File: src/rtl/fifo_pkg.sv
// ---------------------------------------------------------------------------
// fifo_pkg
//
// Purpose:
//   Shared constants and types for the single-clock byte FIFO (sync_fifo)
//   and its storage array (fifo_mem).
//
// Contents:
//   DATA_WIDTH  default width of one stored word (8)
//   ADDR_WIDTH  default address bits; usable depth is 2**ADDR_WIDTH (16)
//   MEM_SIZE    default number of storage entries (32); entries at or above
//               2**ADDR_WIDTH exist but are never addressed
//   DEPTH       usable depth derived from ADDR_WIDTH
//   fifo_ptr_t  read/write pointer: ADDR_WIDTH address bits plus a wrap bit
// ---------------------------------------------------------------------------
package fifo_pkg;

    localparam int DATA_WIDTH = 8;
    localparam int ADDR_WIDTH = 4;
    localparam int MEM_SIZE   = 32;
    localparam int DEPTH      = 2 ** ADDR_WIDTH;

    // The extra MSB is the wrap bit. It lets equal low bits be told apart
    // as either "nothing stored" (wrap bits equal) or "every entry stored"
    // (wrap bits differ) without a separate occupancy counter.
    typedef logic [ADDR_WIDTH:0] fifo_ptr_t;

endpackage : fifo_pkg

File: src/rtl/fifo_mem.sv
// ---------------------------------------------------------------------------
// fifo_mem
//
// Purpose:
//   Storage array behind sync_fifo. One synchronous write port and one
//   asynchronous (combinational) read port, so the FIFO head word is
//   visible in the same cycle its read address is presented.
//   The array has no reset; stale contents are unreachable once the
//   FIFO pointers are cleared.
//
// Ports:
//   CLK        in   1           write clock (rising edge)
//   i_wrEn     in   1           write enable for this edge
//   i_wrAddr   in   ADDR_WIDTH  write address
//   i_wrData   in   DATA_WIDTH  write data
//   i_rdAddr   in   ADDR_WIDTH  read address
//   o_rdData   out  DATA_WIDTH  MEM[i_rdAddr], combinational
// ---------------------------------------------------------------------------
module fifo_mem #(
    parameter int DATA_WIDTH = fifo_pkg::DATA_WIDTH,
    parameter int ADDR_WIDTH = fifo_pkg::ADDR_WIDTH,
    parameter int MEM_SIZE   = fifo_pkg::MEM_SIZE
) (
    input  logic                  CLK,
    input  logic                  i_wrEn,
    input  logic [ADDR_WIDTH-1:0] i_wrAddr,
    input  logic [DATA_WIDTH-1:0] i_wrData,
    input  logic [ADDR_WIDTH-1:0] i_rdAddr,
    output logic [DATA_WIDTH-1:0] o_rdData
);

    import fifo_pkg::*;

    // The array may be deeper than the FIFO address range, so the index
    // width follows the array size and the FIFO address is zero-extended
    // into it. Only the low 2**ADDR_WIDTH entries are ever touched.
    localparam int MEM_AW = (MEM_SIZE > 1) ? $clog2(MEM_SIZE) : 1;

    logic [DATA_WIDTH-1:0] MEM [MEM_SIZE-1:0];
    logic [MEM_AW-1:0]     w_wrIndex;
    logic [MEM_AW-1:0]     w_rdIndex;

    assign w_wrIndex = MEM_AW'(i_wrAddr);
    assign w_rdIndex = MEM_AW'(i_rdAddr);

    // Write port: one word stored per enabled rising edge. No reset so the
    // array can map onto plain RAM/LUT storage.
    always_ff @(posedge CLK) begin
        if (i_wrEn) begin
            MEM[w_wrIndex] <= i_wrData;
        end
    end

    // Read port: purely combinational so the FIFO can present its head
    // word without waiting for a read strobe.
    assign o_rdData = MEM[w_rdIndex];

endmodule : fifo_mem

File: src/rtl/sync_fifo.sv
// ---------------------------------------------------------------------------
// sync_fifo
//
// Purpose:
//   Single-clock first-word-fall-through FIFO for byte-wide packet data.
//   Each accepted write pushes one word, each accepted read pops one.
//   FULL and EMPTY give back-pressure; writes while FULL and reads while
//   EMPTY are silently ignored. The head word is always visible on
//   RD_DATA (0 while EMPTY). Depth 16 absorbs a 10-byte burst while the
//   consumer drains more slowly.
//
// Ports:
//   CLK      in   1           single clock, rising edge
//   RST      in   1           synchronous active-high reset (pointers -> 0)
//   W_INC    in   1           write request; push WR_DATA on this edge
//   WR_DATA  in   DATA_WIDTH  write data
//   FULL     out  1           no free entry; writes are dropped
//   R_INC    in   1           read request; pop the head word on this edge
//   RD_DATA  out  DATA_WIDTH  head word, 0 while EMPTY
//   EMPTY    out  1           no stored word; reads are dropped
// ---------------------------------------------------------------------------
module sync_fifo #(
    parameter int DATA_WIDTH = fifo_pkg::DATA_WIDTH,
    parameter int ADDR_WIDTH = fifo_pkg::ADDR_WIDTH,
    parameter int MEM_SIZE   = fifo_pkg::MEM_SIZE
) (
    input  logic                  CLK,
    input  logic                  RST,
    input  logic                  W_INC,
    input  logic [DATA_WIDTH-1:0] WR_DATA,
    output logic                  FULL,
    input  logic                  R_INC,
    output logic [DATA_WIDTH-1:0] RD_DATA,
    output logic                  EMPTY
);

    import fifo_pkg::*;

    localparam logic [ADDR_WIDTH:0] PTR_ONE = {{ADDR_WIDTH{1'b0}}, 1'b1};

    logic [ADDR_WIDTH:0]   r_wptr;
    logic [ADDR_WIDTH:0]   r_rptr;

    logic [ADDR_WIDTH-1:0] Wr_ADDR;
    logic [ADDR_WIDTH-1:0] Rd_ADDR;

    logic                  w_writeAccept;
    logic                  w_readAccept;
    logic                  w_memWrEn;
    logic [DATA_WIDTH-1:0] w_memRdData;

    // Storage addresses are the pointers without their wrap bit.
    assign Wr_ADDR = r_wptr[ADDR_WIDTH-1:0];
    assign Rd_ADDR = r_rptr[ADDR_WIDTH-1:0];

    // Flags come straight from the registered pointers, so they only change
    // just after a clock edge and never glitch on input activity.
    // Equal pointers mean nothing stored; equal addresses with opposite
    // wrap bits mean the writer is a full lap ahead of the reader.
    assign EMPTY = (r_wptr == r_rptr);
    assign FULL  = (Wr_ADDR == Rd_ADDR) && (r_wptr[ADDR_WIDTH] != r_rptr[ADDR_WIDTH]);

    // A request is only honoured if the flag seen before the edge allows
    // it. At FULL a simultaneous read still pops while the write is dropped;
    // at EMPTY a simultaneous write still pushes while the read is dropped.
    assign w_writeAccept = W_INC && !FULL;
    assign w_readAccept  = R_INC && !EMPTY;

    // Reset wins over a write on the same edge, so the array is not
    // disturbed by a word that is logically discarded anyway.
    assign w_memWrEn = w_writeAccept && !RST;

    // Write pointer: advances once per accepted write and wraps naturally
    // through both the address bits and the wrap bit. Reset returns it to 0,
    // which discards everything buffered without clearing the array.
    always_ff @(posedge CLK) begin
        if (RST) begin
            r_wptr <= '0;
        end else if (w_writeAccept) begin
            r_wptr <= r_wptr + PTR_ONE;
        end
    end

    // Read pointer: advances once per accepted read. Because the array read
    // is combinational, the next word appears on RD_DATA in the same cycle
    // the pointer moves, with no extra latency.
    always_ff @(posedge CLK) begin
        if (RST) begin
            r_rptr <= '0;
        end else if (w_readAccept) begin
            r_rptr <= r_rptr + PTR_ONE;
        end
    end

    fifo_mem #(
        .DATA_WIDTH (DATA_WIDTH),
        .ADDR_WIDTH (ADDR_WIDTH),
        .MEM_SIZE   (MEM_SIZE)
    ) FIFO_MEMORY (
        .CLK      (CLK),
        .i_wrEn   (w_memWrEn),
        .i_wrAddr (Wr_ADDR),
        .i_wrData (WR_DATA),
        .i_rdAddr (Rd_ADDR),
        .o_rdData (w_memRdData)
    );

    // The head word is masked to 0 while empty so stale array contents
    // never leak onto the output.
    assign RD_DATA = EMPTY ? '0 : w_memRdData;

endmodule : sync_fifo

File: config.mk
export PLATFORM = sky130hd
export DESIGN_NAME = sync_fifo
export DESIGN_NICKNAME = d
export VERILOG_FILES = /design/src/rtl/fifo_pkg.sv /design/src/rtl/fifo_mem.sv /design/src/rtl/sync_fifo.sv
export SDC_FILE = /design/constraint.sdc
export NUM_CORES = 1
export LEC_CHECK = 0
export ABC_CLOCK_PERIOD_IN_PS = 6400
export CAP_MARGIN = 20
export CORE_MARGIN = 4
export CORE_UTILIZATION = 55
export CTS_CLUSTER_SIZE = 30
export DETAILED_ROUTE_END_ITERATION = 6
export HOLD_SLACK_MARGIN = 0.06
export PLACE_DENSITY = 0.73
export SLEW_MARGIN = 5
export SYNTH_ARGS = -nofsm -noshare
export SYNTH_HDL_FRONTEND = slang
export SYNTH_SLANG_ARGS = --single-unit
File: constraint.sdc
create_clock -name CLK -period 6.4 [get_ports CLK]
set_input_delay 0.96 -clock CLK [delete_from_list [all_inputs] [get_ports CLK]]
set_output_delay 0.96 -clock CLK [all_outputs]
set_load 0.01 [all_outputs]
==> results.tsv <==
stage	metric	value	unit
power	total power	2.21	mW
routing	Routed WL	11100	um
clock_network	# clock sinks	142	
sta	Pins Over Slew Limit	0	
clock_network	CTS Buf Count	17	
hold_path	WHS Endpoint	r_rptr[1]	
routing	post-route ant nets	0	
logic_synthesis	most frequent cell after synthesis	edfxtp_1	
logic_synthesis	#FFs+latches synth	142	
logic_synthesis	area leader, netlist	edfxtp_1	
grt	initial antenna violation count	0	
setup_path	Slowest-stage cell, CP	mux4_2	
place	placed cell area	6160	sq um
clock_network	post-CTS setup buffer count	0	
routing	vias per inst	6.09	
sta	fmax	0.263	GHz
setup_path	Register-to-Register Setup Slack	3.69	ns
clock_network	hold buffers post-CTS	0	
logic_synthesis	post-synthesis cell type count	41	
clock_network	Clock Path Buffers	2	
sta	final setup vio count	0	
job	maxcap violations	0	
sta	fin crit share	0.595	
setup_path	CP Capture Type	output pin	
floorplanning	Die Width	111	um
place	HPWL after detailed placement	6980	um
finish	design area	6750	sq um
setup_path	CP arrival	2.85	ns
setup_path	Reg2Reg Launch Point	r_wptr[3]	
routing	drt wl/cell	22.6	um
routing	Post-route DRC	0	
grt	vias in the first global route	3107	
setup_path	slowest stage delay, CP	0.59	ns
floorplanning	initial core utilization	0.562	
logic_synthesis	share of the yosys chip area belonging to registers	0.713	
setup_path	Critical Path RT	5.44	ns
setup_path	worst path cell trace	buf_4 > mux4_2 > a22oi_1 > a21oi_1 > clkdlybuf4s50_1	
hold_path	Worst Hold Class	reg -> reg	
sta	Final Skew	0.00956	ns
clock_network	Reg clk slew, reported paths	0.06	ns
grt	first-pass GRT wire length	17900	um
hold_path	Min-Delay Startpoint	r_rptr[1]	
setup_path	CP Launch Type	flip-flop	
floorplanning	Rows	37	
routing	drt first pass iters	5	
sta	RSZ-0062 raised after global routing	false	
routing	via count	2996	
grt	GRT Total Usage	0.197	
clock_network	# resized after CTS	0	
finish	layout cell share with drive strength beyond 1	0.281	
finish	Net count, final	360	
finish	antenna cells	0	
logic_synthesis	Synth top cells by count	edfxtp_1, mux4_2, a22oi_1, dfxtp_1, a21oi_1	
floorplanning	top-level I/O count	22	
logic_synthesis	share of the synthesized area in the top cell type	0.665	
setup_path	Max FO, Critical Path	32	
finish	Area Growth Syn to Fin	16.8	%
sta	Worst Tran Pin Value	1.06	ns
status	status	complete, no violations	
setup_path	worst r2r path cells	4	
place	IO Port Bufs	21	
sta	worst relative slew slack	0.285	
clock_network	CTS tree	built	
logic_synthesis	Post-Syn Area	5780	sq um
logic_synthesis	dominant cells by area after synthesis	edfxtp_1, mux4_2, dfxtp_1, a22oi_1, ha_1	
logic_synthesis	synthesized net count	326	
grt	total congestion overflow	0	
clock_network	root buffer cell	clkbuf_8	
logic_synthesis	Syn. warnings	0	
setup_path	CP top delay family	buffers and inverters	
logic_synthesis	Post-synth EDFFs	128	
logic_synthesis	Main synth FF type	edfxtp_1	
clock_network	Clk Latency, worst-skew pair	0.52	ns
logic_synthesis	Mapped Cells	309	
power	PD cells	327	nW/um^2
setup_path	FF-to-FF End	FIFO_MEMORY.MEM[3][3]	
power	LEAKAGE	2.11	nW
sta	final hold vios	0	
clock_network	H-tree levels	4	
power	VDD IR max	0.000150	V
floorplanning	die height	111	um
routing	DR iter-0 viols	237	
sta	setup tns final	0	ns
logic_synthesis	syn avg cell area	18.7	sq um
hold_path	Hold Crit Depth	2	
sta	Tmin final	3.81	ns
logic_synthesis	share of async-settable or async-resettable flops after synthesis	0	
floorplanning	area of the die	12200	sq um
floorplanning	Core Box Area	10300	sq um
setup_path	Crit path buffers/inverters	2	
place	gpl congestion	0.792	
grt	largest net degree at the start of global routing	33	
setup_path	critical path class	reg -> out	
==> routing by layer <==
metal | track usage | part of all wire | vias up
li1 | - | - | 1348
met1 | 0.260 | 0.41 | 1524
met2 | 0.326 | 0.52 | 107
met3 | 0.0427 | 0.058 | 17
met4 | 0.0722 | 0.017 | 0
met5 | 0 | 0 | -
==> per-stage QoR <==
| step | instances | hold WS (ns) | setup WS (ns) | util |
|---|---|---|---|---|
| after floorplan | 309 | 0.498 | 3.67 | - |
| after global placement | 455 | 0.541 | 2.84 | 0.600 |
| after detailed placement | 455 | 0.546 | 2.62 | 0.600 |
| after CTS | 487 | 0.576 | 2.54 | 0.654 |
| after global routing | 492 | 0.595 | 2.40 | 0.657 |
| final | 492 | 0.568 | 2.59 | 0.657 |
==> worst reg2reg max path: stages, from the launching register on <==
cell,delay (ns)
dfxtp_1,0.72
xnor2_1,0.17
nand4_1,0.22
o21ai_2,0.27
nor4_2,0.95
==> layout by cell type (no fill, tap or decap), drive strengths merged, types with 7 or more instances in the layout <==
cell           synthesis  final
a21oi                 13     13
a22oi                 16     16
buf                   11     11
clkbuf                 6     17
clkdlybuf4s50          0     21
clkinv                 0      7
dfxtp                 14     14
edfxtp               128    128
inv                    7     11
mux2                   7      7
mux4                  32     32
nand2                  9      9
nor2                   8      8
nor3                   8      8
nor4                   8      8
==> power breakdown <==
part	leakage, nW	internal (mW)	switching, mW	total (mW)
combinational	0.581	0.135	0.141	0.276
clock	0.261	0.519	0.380	0.899
sequential	1.27	1.02	0.00903	1.03
==> state kept, by name (all words and copies together), names as in the netlist, named ones only <==
name / flops
r_rptr: 5
FIFO_MEMORY.MEM: 128
r_wptr: 5
==> worst max-delay path by stage <==
stage          startpoint                     to  cells after the start
2_1_floorplan       W_INC  FIFO_MEMORY.MEM[0][0]                      4
3_3_place_gp          RST  FIFO_MEMORY.MEM[8][3]                      4
3_5_place_dp          RST  FIFO_MEMORY.MEM[8][3]                      4
4_1_cts         flip-flop             RD_DATA[6]                      5
5_1_grt         flip-flop             RD_DATA[6]                      5
6_report        flip-flop             RD_DATA[6]                      5
==> final cells by class <==
class / instances / area [sq um]
Sequential cell: 142 / 4130
Fill cell: 711 / 3530
Multi-Input combinational cell: 143 / 1590
Clock buffer: 17 / 414
Timing Repair Buffer: 32 / 283
Tap cell: 136 / 170
Clock inverter: 15 / 139
Inverter: 7 / 26.3
==> cells by family after synthesis <==
| family | count (synthesis) | share of synthesized area |
|---|---|---|
| xor+xnor | 6 | 0.0117 |
| buf+inv | 24 | 0.0216 |
| simple gates | 49 | 0.0457 |
| compound gates | 42 | 0.0537 |
| flops | 142 | 0.713 |
| mux | 41 | 0.143 |
| fa+ha+maj | 5 | 0.0108 |
Note: power is estimated with default switching activity, not from simulation.
==> patch, RTL diff (same settings) <==
The package constant `ADDR_WIDTH` goes from 4 to 5.
--- a/src/rtl/fifo_pkg.sv
+++ b/src/rtl/fifo_pkg.sv
@@ -18,3 +18,3 @@
     localparam int DATA_WIDTH = 8;
-    localparam int ADDR_WIDTH = 4;
+    localparam int ADDR_WIDTH = 5;
     localparam int MEM_SIZE   = 32;
Check against the original RTL: no difference found for any inputs over 4 cycles, from zero or initial values and one cycle with RST high; that may be too few to reach the edited logic, so the function may still have changed.
==> patch against the original RTL <==
Wire length is 91% higher. Hold slack lost 0.010 ns. Total power increased by 90%. Setup slack got worse by 0.79 ns. Sequential cell count is 131 higher. Utilization down 1.5 points. Synthesized area up 87%. Final area is 84% higher. Largest cell class unchanged.
==> patch: results (changes against the original RTL) <==
| Metric | Value |
|---|---|
| Status | complete, no violations |
| Clock transition at path regs | 0.06 ns (about the same) |
| Worst Hold Class | reg2reg |
| Xor and xnor area share after synthesis | 1.053% (-0.12 points) |
| DP HPWL | 12750 microns (+82%) |
| Resize count post-CTS | 0 (unchanged) |
| CP max stage cell | dfxtp_2 |
| Bufs on Longest Clock Path | 3 (+1) |
| Slowest stage delay, CP | 0.96 ns (+0.37 ns) |
| Fillcell total | 1327 (+87%) |
| EDFF count, synth | 256 (+100%) |
| WP data arrival | 3.64 ns (+0.79 ns) |
| Clock root buffer | clkbuf_16 |
| Synth Area in Adders | 0.5784% (-0.50 points) |
| Layout cells sized above 1 | 25.25% (-2.8 points) |
| Initial antenna violation count | 0 (unchanged) |
| Mux cell area share after synthesis | 15.32% (+1.0 points) |
| R2R depth | 5 (+1) |
| Largest net degree at the start of global routing | 55 (+67%) |
| Routability congestion estimate | 0.8081 (+2.0%) |
| CTS Buf Count | 28 (+11) |
| Synth Net Count | 559 (+71%) |
| Worst R2R Setup Slack | 3.55 ns (-0.14 ns) |
| Initial DRC count | 450 (+90%) |
| Crit Path Max Fanout | 35 (+9.4%) |
| Register area share after synthesis | 74.22% (+2.9 points) |
| First-pass GRT wire length | 33040 microns (+85%) |
| Synth cell types | 39 (-4.9%) |
| Drt pass-1 iters | 5 (unchanged) |
| Clock skew | 0.01343 ns (+0.003870 ns) |
| Biggest regs | FIFO_MEMORY.MEM: 256 flops, r_rptr: 6 flops, r_wptr: 6 flops |
| Placed Instances | 812 (+78%) |
| Number of port buffers | 21 (unchanged) |
| Post-synth top cells | edfxtp_1 (256), mux4_2 (63), nor2_1 (36) |
| Nets | 603 (+68%) |
| Mapped Cells | 542 (+75%) |
| Hold Path Stages | 2 (unchanged) |
| Non-filler cells, final | 871 (+77%) |
| P_leak | 3.852 nW (+83%) |
| Post-CTS setup buffers | 0 (unchanged) |
| Drt total wl | 21280 microns (+91%) |
| Max IR drop VDD | 251.5 uV (+67%) |
| Synth warn | 0 (unchanged) |
| Total GRT Usage | 20.04% (+0.31 points) |
| H-tree depth | 1 (-3) |
| Synth top area cells | edfxtp_1 (71%), mux4_2 (13%), dfxtp_1 (3.1%) |
| Post-synth top flop | edfxtp_1 |
| Synth Area in Compound Gates | 2.291% (-3.1 points) |
| Via count | 5281 (+76%) |
| Clock latency on the worst-skew pair | 0.53 ns |
| Rel. slew slack | 26.61% (-1.9 points) |
| Vias in the first global route | 5437 (+75%) |
| Fraction of registers with async set/reset | 0% (unchanged) |
-- patch: kinds of logic (layout without fill, tap and decap cells) --
kind of cell    count (synthesis)  after routing
mux                            83             83
flops                         273            273
buf+inv                        34             98
compound gates                 36             36
simple gates                   98             98
xor+xnor                       13             13
fa+ha+maj                       5              5
-- patch: area by class of cell --
type / count / area share [%]
sequential: 273 / 64.58
multi-input combinational: 235 / 20.90
clock buffer: 31 / 5.723
timing repair buffer: 42 / 3.571
tap: 265 / 2.665
clock inverter: 19 / 2.374
inverter: 6 / 0.1811
-- patch: layer usage --
metal / part of all wire [%] / wire, microns / global-route usage (%) / up-vias
li1: - / - / - / 2326
met1: 42 / 8880 / 29.42 / 2723
met2: 49 / 10400 / 31.06 / 186
met3: 6.0 / 1279 / 3.260 / 46
met4: 3.4 / 722 / 7.344 / 0
met5: 0 / 0 / 0 / -
-- patch: critical path: cells and delay by family, from the launching register on --
kind | cells | cell delay [ns]
mux | 1 | 0.23
simple gates | 2 | 0.79
compound gates | 1 | 0.08
buf+inv | 2 | 1.03
flops | 1 | 0.96
-- patch: power by group --
part / switching, mW / internal, mW / total, mW
Clock: 0.651 / 1.09 / 1.74
Combinational: 0.221 / 0.238 / 0.459
Sequential: 0.0233 / 1.96 / 1.99
Total: 0.895 / 3.29 / 4.18
-- patch: final timing paths --
check / start / to
setup / recovery: flop / RD_DATA[7]
hold / removal: r_wptr[5] / r_wptr[5]
setup reg to reg: r_wptr[2] / FIFO_MEMORY.MEM[20][3]
hold reg to reg: r_wptr[5] / r_wptr[5]
-- patch: per-stage QoR --
step	hold WS [ns]	setup WS [ns]	cell area, sq um
finish	0.5574	1.804	12440
CTS	0.5393	1.746	12300
global placement	0.5125	2.352	11290
floorplan	0.4879	3.709	10820
global route	0.5748	1.541	12440
detailed placement	0.5315	2.334	11290
